**src/rtl/forward_scoreboard.sv**
```systemverilog
// Operand forwarding with a per-register scoreboard of in-flight writes.
// Resolves decode-stage rs/rt from prioritised forwarding taps or the register
// file, stalls when the newest value is not yet available, and counts stall cycles.
module forward_scoreboard #(
  parameter int unsigned DATA_WIDTH     = 32,
  parameter int unsigned REG_ADDR_WIDTH = 5,
  parameter int unsigned NUM_FWD        = 3,
  parameter int unsigned CNT_WIDTH      = 2,
  parameter int unsigned PERF_WIDTH     = 32
) (
  input  logic                               clk,
  input  logic                               rst_n,
  input  logic                               issue_valid,
  input  logic                               issue_uses_rs,
  input  logic                               issue_uses_rt,
  input  logic [REG_ADDR_WIDTH-1:0]          issue_rs_addr,
  input  logic [REG_ADDR_WIDTH-1:0]          issue_rt_addr,
  input  logic                               issue_uses_rw,
  input  logic [REG_ADDR_WIDTH-1:0]          issue_rw_addr,
  input  logic [DATA_WIDTH-1:0]              rf_rs_data,
  input  logic [DATA_WIDTH-1:0]              rf_rt_data,
  input  logic [NUM_FWD-1:0]                 fwd_valid,
  input  logic [NUM_FWD-1:0]                 fwd_ready,
  input  logic [NUM_FWD*REG_ADDR_WIDTH-1:0]  fwd_addr,
  input  logic [NUM_FWD*DATA_WIDTH-1:0]      fwd_data,
  input  logic                               retire_valid,
  input  logic [REG_ADDR_WIDTH-1:0]          retire_addr,
  input  logic                               flush,
  output logic [DATA_WIDTH-1:0]              rs_data,
  output logic [DATA_WIDTH-1:0]              rt_data,
  output logic                               stall,
  output logic [PERF_WIDTH-1:0]              stall_cycles
);

  localparam int NUM_REGS = 1 << REG_ADDR_WIDTH;
  localparam int NUM_TAPS = int'(NUM_FWD);
  localparam logic [CNT_WIDTH-1:0] CNT_MAX = {CNT_WIDTH{1'b1}};

  logic [CNT_WIDTH-1:0]      pend_q [NUM_REGS];
  logic [CNT_WIDTH-1:0]      pend_d [NUM_REGS];
  logic [PERF_WIDTH-1:0]     stall_cycles_q;
  logic [PERF_WIDTH-1:0]     stall_cycles_d;

  // Operand 0 is rs, operand 1 is rt; both resolve through the same logic.
  logic                      op_uses  [2];
  logic [REG_ADDR_WIDTH-1:0] op_addr  [2];
  logic [DATA_WIDTH-1:0]     op_rf    [2];
  logic [DATA_WIDTH-1:0]     op_data  [2];
  logic                      op_stall [2];
  logic                      op_hit   [2];

  logic waw_stall;
  logic accept;
  logic inc;
  logic dec;

  assign op_uses[0] = issue_uses_rs;
  assign op_uses[1] = issue_uses_rt;
  assign op_addr[0] = issue_rs_addr;
  assign op_addr[1] = issue_rt_addr;
  assign op_rf[0]   = rf_rs_data;
  assign op_rf[1]   = rf_rt_data;

  // Operand resolution: youngest matching tap wins; unmatched or unready producer stalls.
  always_comb begin
    for (int k = 0; k < 2; k++) begin
      op_data[k]  = op_rf[k];
      op_stall[k] = 1'b0;
      op_hit[k]   = 1'b0;
      if (op_addr[k] == '0) begin
        op_data[k] = '0;
      end else if (op_uses[k] && (pend_q[op_addr[k]] != '0)) begin
        for (int i = 0; i < NUM_TAPS; i++) begin
          if (!op_hit[k] && fwd_valid[i] &&
              (fwd_addr[i*REG_ADDR_WIDTH +: REG_ADDR_WIDTH] == op_addr[k])) begin
            op_hit[k] = 1'b1;
            if (fwd_ready[i]) op_data[k] = fwd_data[i*DATA_WIDTH +: DATA_WIDTH];
            else              op_stall[k] = 1'b1;
          end
        end
        if (!op_hit[k]) op_stall[k] = 1'b1;
      end
    end
  end

  assign waw_stall = issue_uses_rw && (issue_rw_addr != '0) &&
                     (pend_q[issue_rw_addr] == CNT_MAX);
  assign stall   = issue_valid && !flush && (op_stall[0] || op_stall[1] || waw_stall);
  assign accept  = issue_valid && !stall && !flush;
  assign inc     = accept && issue_uses_rw && (issue_rw_addr != '0);
  assign dec     = retire_valid && (retire_addr != '0) && !flush;
  assign rs_data = op_data[0];
  assign rt_data = op_data[1];
  assign stall_cycles = stall_cycles_q;

  // Scoreboard next state: flush clears everything, matched inc/dec cancel.
  always_comb begin
    for (int r = 0; r < NUM_REGS; r++) pend_d[r] = pend_q[r];
    if (flush) begin
      for (int r = 0; r < NUM_REGS; r++) pend_d[r] = '0;
    end else if (!(inc && dec && (issue_rw_addr == retire_addr))) begin
      if (inc) pend_d[issue_rw_addr] = pend_q[issue_rw_addr] + CNT_WIDTH'(1);
      if (dec && (pend_q[retire_addr] != '0))
        pend_d[retire_addr] = pend_q[retire_addr] - CNT_WIDTH'(1);
    end
    pend_d[0] = '0;
  end

  // Saturating stall-cycle counter.
  always_comb begin
    stall_cycles_d = stall_cycles_q;
    if (stall && (stall_cycles_q != {PERF_WIDTH{1'b1}}))
      stall_cycles_d = stall_cycles_q + PERF_WIDTH'(1);
  end

  // State registers.
  always_ff @(posedge clk or negedge rst_n) begin
    if (!rst_n) begin
      for (int r = 0; r < NUM_REGS; r++) pend_q[r] <= '0;
      stall_cycles_q <= '0;
    end else begin
      for (int r = 0; r < NUM_REGS; r++) pend_q[r] <= pend_d[r];
      stall_cycles_q <= stall_cycles_d;
    end
  end

endmodule

```
**config.mk**
```make
export PLATFORM = sky130hd
export DESIGN_NAME = forward_scoreboard
export DESIGN_NICKNAME = d
export VERILOG_FILES = /design/src/rtl/forward_scoreboard.sv
export SDC_FILE = /design/constraint.sdc
export NUM_CORES = 1
export LEC_CHECK = 0
export CORE_AREA = 2 2 180 182
export DETAILED_ROUTE_END_ITERATION = 16
export DIE_AREA = 0 0 182 184
export PLACE_DENSITY = 0.73
export REMOVE_ABC_BUFFERS = 1
export SLEW_MARGIN = 15
export SYNTH_ARGS = -nofsm -noshare
export SYNTH_HDL_FRONTEND = slang
export SYNTH_SLANG_ARGS = --single-unit
export TNS_END_PERCENT = 100
```
**constraint.sdc**
```tcl
create_clock -name clk -period 4.34 [get_ports clk]
set_input_delay 0.651 -clock clk [delete_from_list [all_inputs] [get_ports clk]]
set_output_delay 0.651 -clock clk [all_outputs]
set_load 0.02 [all_outputs]
```
==> flow_metrics.tcl <==
set metrics [dict create \
    layout-drive-gt1-share_pct 18.1 \
    timing.rr.end "stall_cycles[4]$_DFFE_PN0P_" \
    viasPerCell 6.12 \
    ys_top_cells_by_area "dfrtp_1 (22%), mux2i_1 (12%), mux4_2 (6.8%)" \
    synthToLayoutAreaGrowth_pct 46.1 \
    most-common-layout-cells "clkdlybuf4s50_1 (238), buf_4 (182), nor2_1 (146), nand2_1 (131), mux2i_1 (128)" \
    fmax_mhz 239 \
    die-area_um2 33500 \
    post_dp_cell_area_um2 15600 \
    rr_startpoint "pend_q[16]$_DFFE_PN0P_" \
    ys_warn_count 0 \
    yosysSeqAreaShare_pct 21.6 \
    final_util_pct 50.6 \
    drtIter0Drc 1240 \
    post-place-ws_ps -254 \
    ys_seq_elements 94 \
    portBuffers 305 \
    synthesis.area_um2 10900 \
    fp-row-count 65 \
    core_area_um2 31400 \
    hold_viol 0 \
    grt_pass1_vias 12700 \
    fin_crit_ps 4180 \
    placedCellCount 2118 \
    post-synth-top-area-cell "dfrtp_1" \
    slew_headroom_pct 38.5 \
    p_leak_nw 6.44 \
    layout_commonest_cell "clkdlybuf4s50_1" \
    end_kind "output port" \
    timing.final.ws_setup_ps 155 \
    via_count 13100 \
    wl_mm 51.8 \
    routabilityCongestion 1.03 \
    nets 1942 \
    async_reset_ff_share_pct 100 \
    post_drt_wl_per_cell_um 24.2 \
    start_util_pct 34.6 \
    grt_max_degree 69 \
    layoutNonFillerInstCount 2142 \
    fin_area_um2 15900 \
    die_w_um 182 \
    clock_skew_ps 9.07 \
    synth_top_area_share_pct 21.6 \
    holdCritPathClass "in -> async" \
    ios 306 \
    critPathLaunchType "primary input" \
    reg2reg_slack_ps 610 \
    grt_pass1_wl_mm 76.9 \
    drc 0 \
    chipHeight_um 184 \
    dpl.hpwl_mm 39.8 \
    status "finished, final reports clean" \
    drv_slew 0 \
    antenna_found_initial 6 \
    firstDrtPassIters 6 \
    period_share_pct 96.4 \
    cp_max_fo 5 \
    overflow 0 \
    setup_viol 0 \
    cts.root.buffer_cell "clkbuf_16" \
    fin_tns_setup_ps 0 \
    synthFlopType "dfrtp_1" \
    synth-edff-count 0 \
    power_mw 3.02 \
    worst-endpoint-arrival_ps 3530 \
    worst_pin_slew_ps 922 \
    r2r_cells 11 \
    grtUsageTotal_pct 29.9 \
    netlist_instances 1356 \
    irDropWorstVdd_uv 154 \
    required_ps 3690 \
    clk_path_buf_depth 2 \
    path_clk_slew_ps 70 \
    cts_hold_buf 0 \
    syn_avg_cell_area_um2 8.01 \
    clock-sinks 94 \
    clk_latency_ps 360 \
    synth.distinct_cells 68 \
    drtAntennaViolNets 0 \
    tritoncts "done" \
    critPathKind "in -> out" \
    power_density_nw_per_um2 190 \
    hold_ws_ps 415 \
    numCtsBuffers 9 \
    cts_max_level 3 \
    drv_cap 0 \
]
==> how the worst max path moves through the flow <==
stage	from	endpoint	depth (start not counted)	slack, ps
global route	issue_rt_addr[0]	rt_data[24]	13	-2
CTS	issue_rs_addr[1]	rs_data[12]	13	60
global placement	issue_rt_addr[3]	stall	12	-200
floorplan	issue_rt_addr[1]	pend_q[19]$_DFFE_PN0P_	7	-2210
detailed placement	issue_rs_addr[2]	rs_data[14]	11	-250
finish	issue_rw_addr[0]	stall	12	160
==> report_power, final <==
| part | internal, mW | leakage (nW) | switching [mW] |
|---|---|---|---|
| registers | 0.903 | 1.29 | 0.0425 |
| clock network | 0.507 | 0.152 | 0.369 |
| logic | 0.564 | 4.99 | 0.638 |
| total | 1.97 | 6.44 | 1.05 |
==> per-layer routing <==
metal / routed length (um) / GRT usage [%] / vias up
met5: 9 / 0 / -
met4: 2450 / 14.4 / 2
met3: 5100 / 6.81 / 139
met2: 24100 / 49.4 / 773
met1: 20200 / 36.9 / 6283
li1: - / - / 5913
==> cell usage after synthesis (32+ instances only) <==
master and n:
nand4_1 50, xor2_1 36, o21ai_0 66, dfrtp_1 94
a211oi_1 67, nand2_1 131, nor2_1 148, and3_1 43
nor3_1 37, a21oi_1 64, clkbuf_1 76, o31ai_1 32
mux2i_1 128, mux4_2 33
==> worst max-delay path, stage by stage <==
cell             delay (ps)
clkdlybuf4s50_1         490
buf_4                   190
mux4_2                  500
and2_1                  180
nor4_1                  270
buf_4                   160
nand4_1                  90
ha_1                    270
nand3_1                 190
a21o_2                  160
inv_1                    60
dlygate4sd2_1           320
==> final cells by class <==
type	instances	area [um2]
flip-flops and latches	94	2350
clock buffers	9	225
diodes	5	12.5
repair buffers	496	4690
well taps	402	503
clock inverters	7	97.6
inverters	9	33.8
fillers	2979	15500
multi-input cells	1120	7960
==> state kept, by name, indices dropped and copies added (netlist names) <==
| name | flops |
|---|---|
| stall_cycles | 32 |
| pend_q | 62 |
==> timing repair <==
action / in CTS / in global routing
setup endpoints to repair: 55 / 33
setup buffers: 2 / 1
pin swaps: 1 / 2
gates resized for setup: 58 / 40
==> logic make-up after synthesis <==
group           count (synthesis)  synth area share [%]
simple gates                  511                  23.2
compound gates                373                  24.1
mux                           169                  19.6
buf+inv                       142                  5.96
flops                          94                  21.6
xor+xnor                       64                  5.16
fa+ha+maj                       3                 0.345
Note: power is estimated with default switching activity, not from simulation.
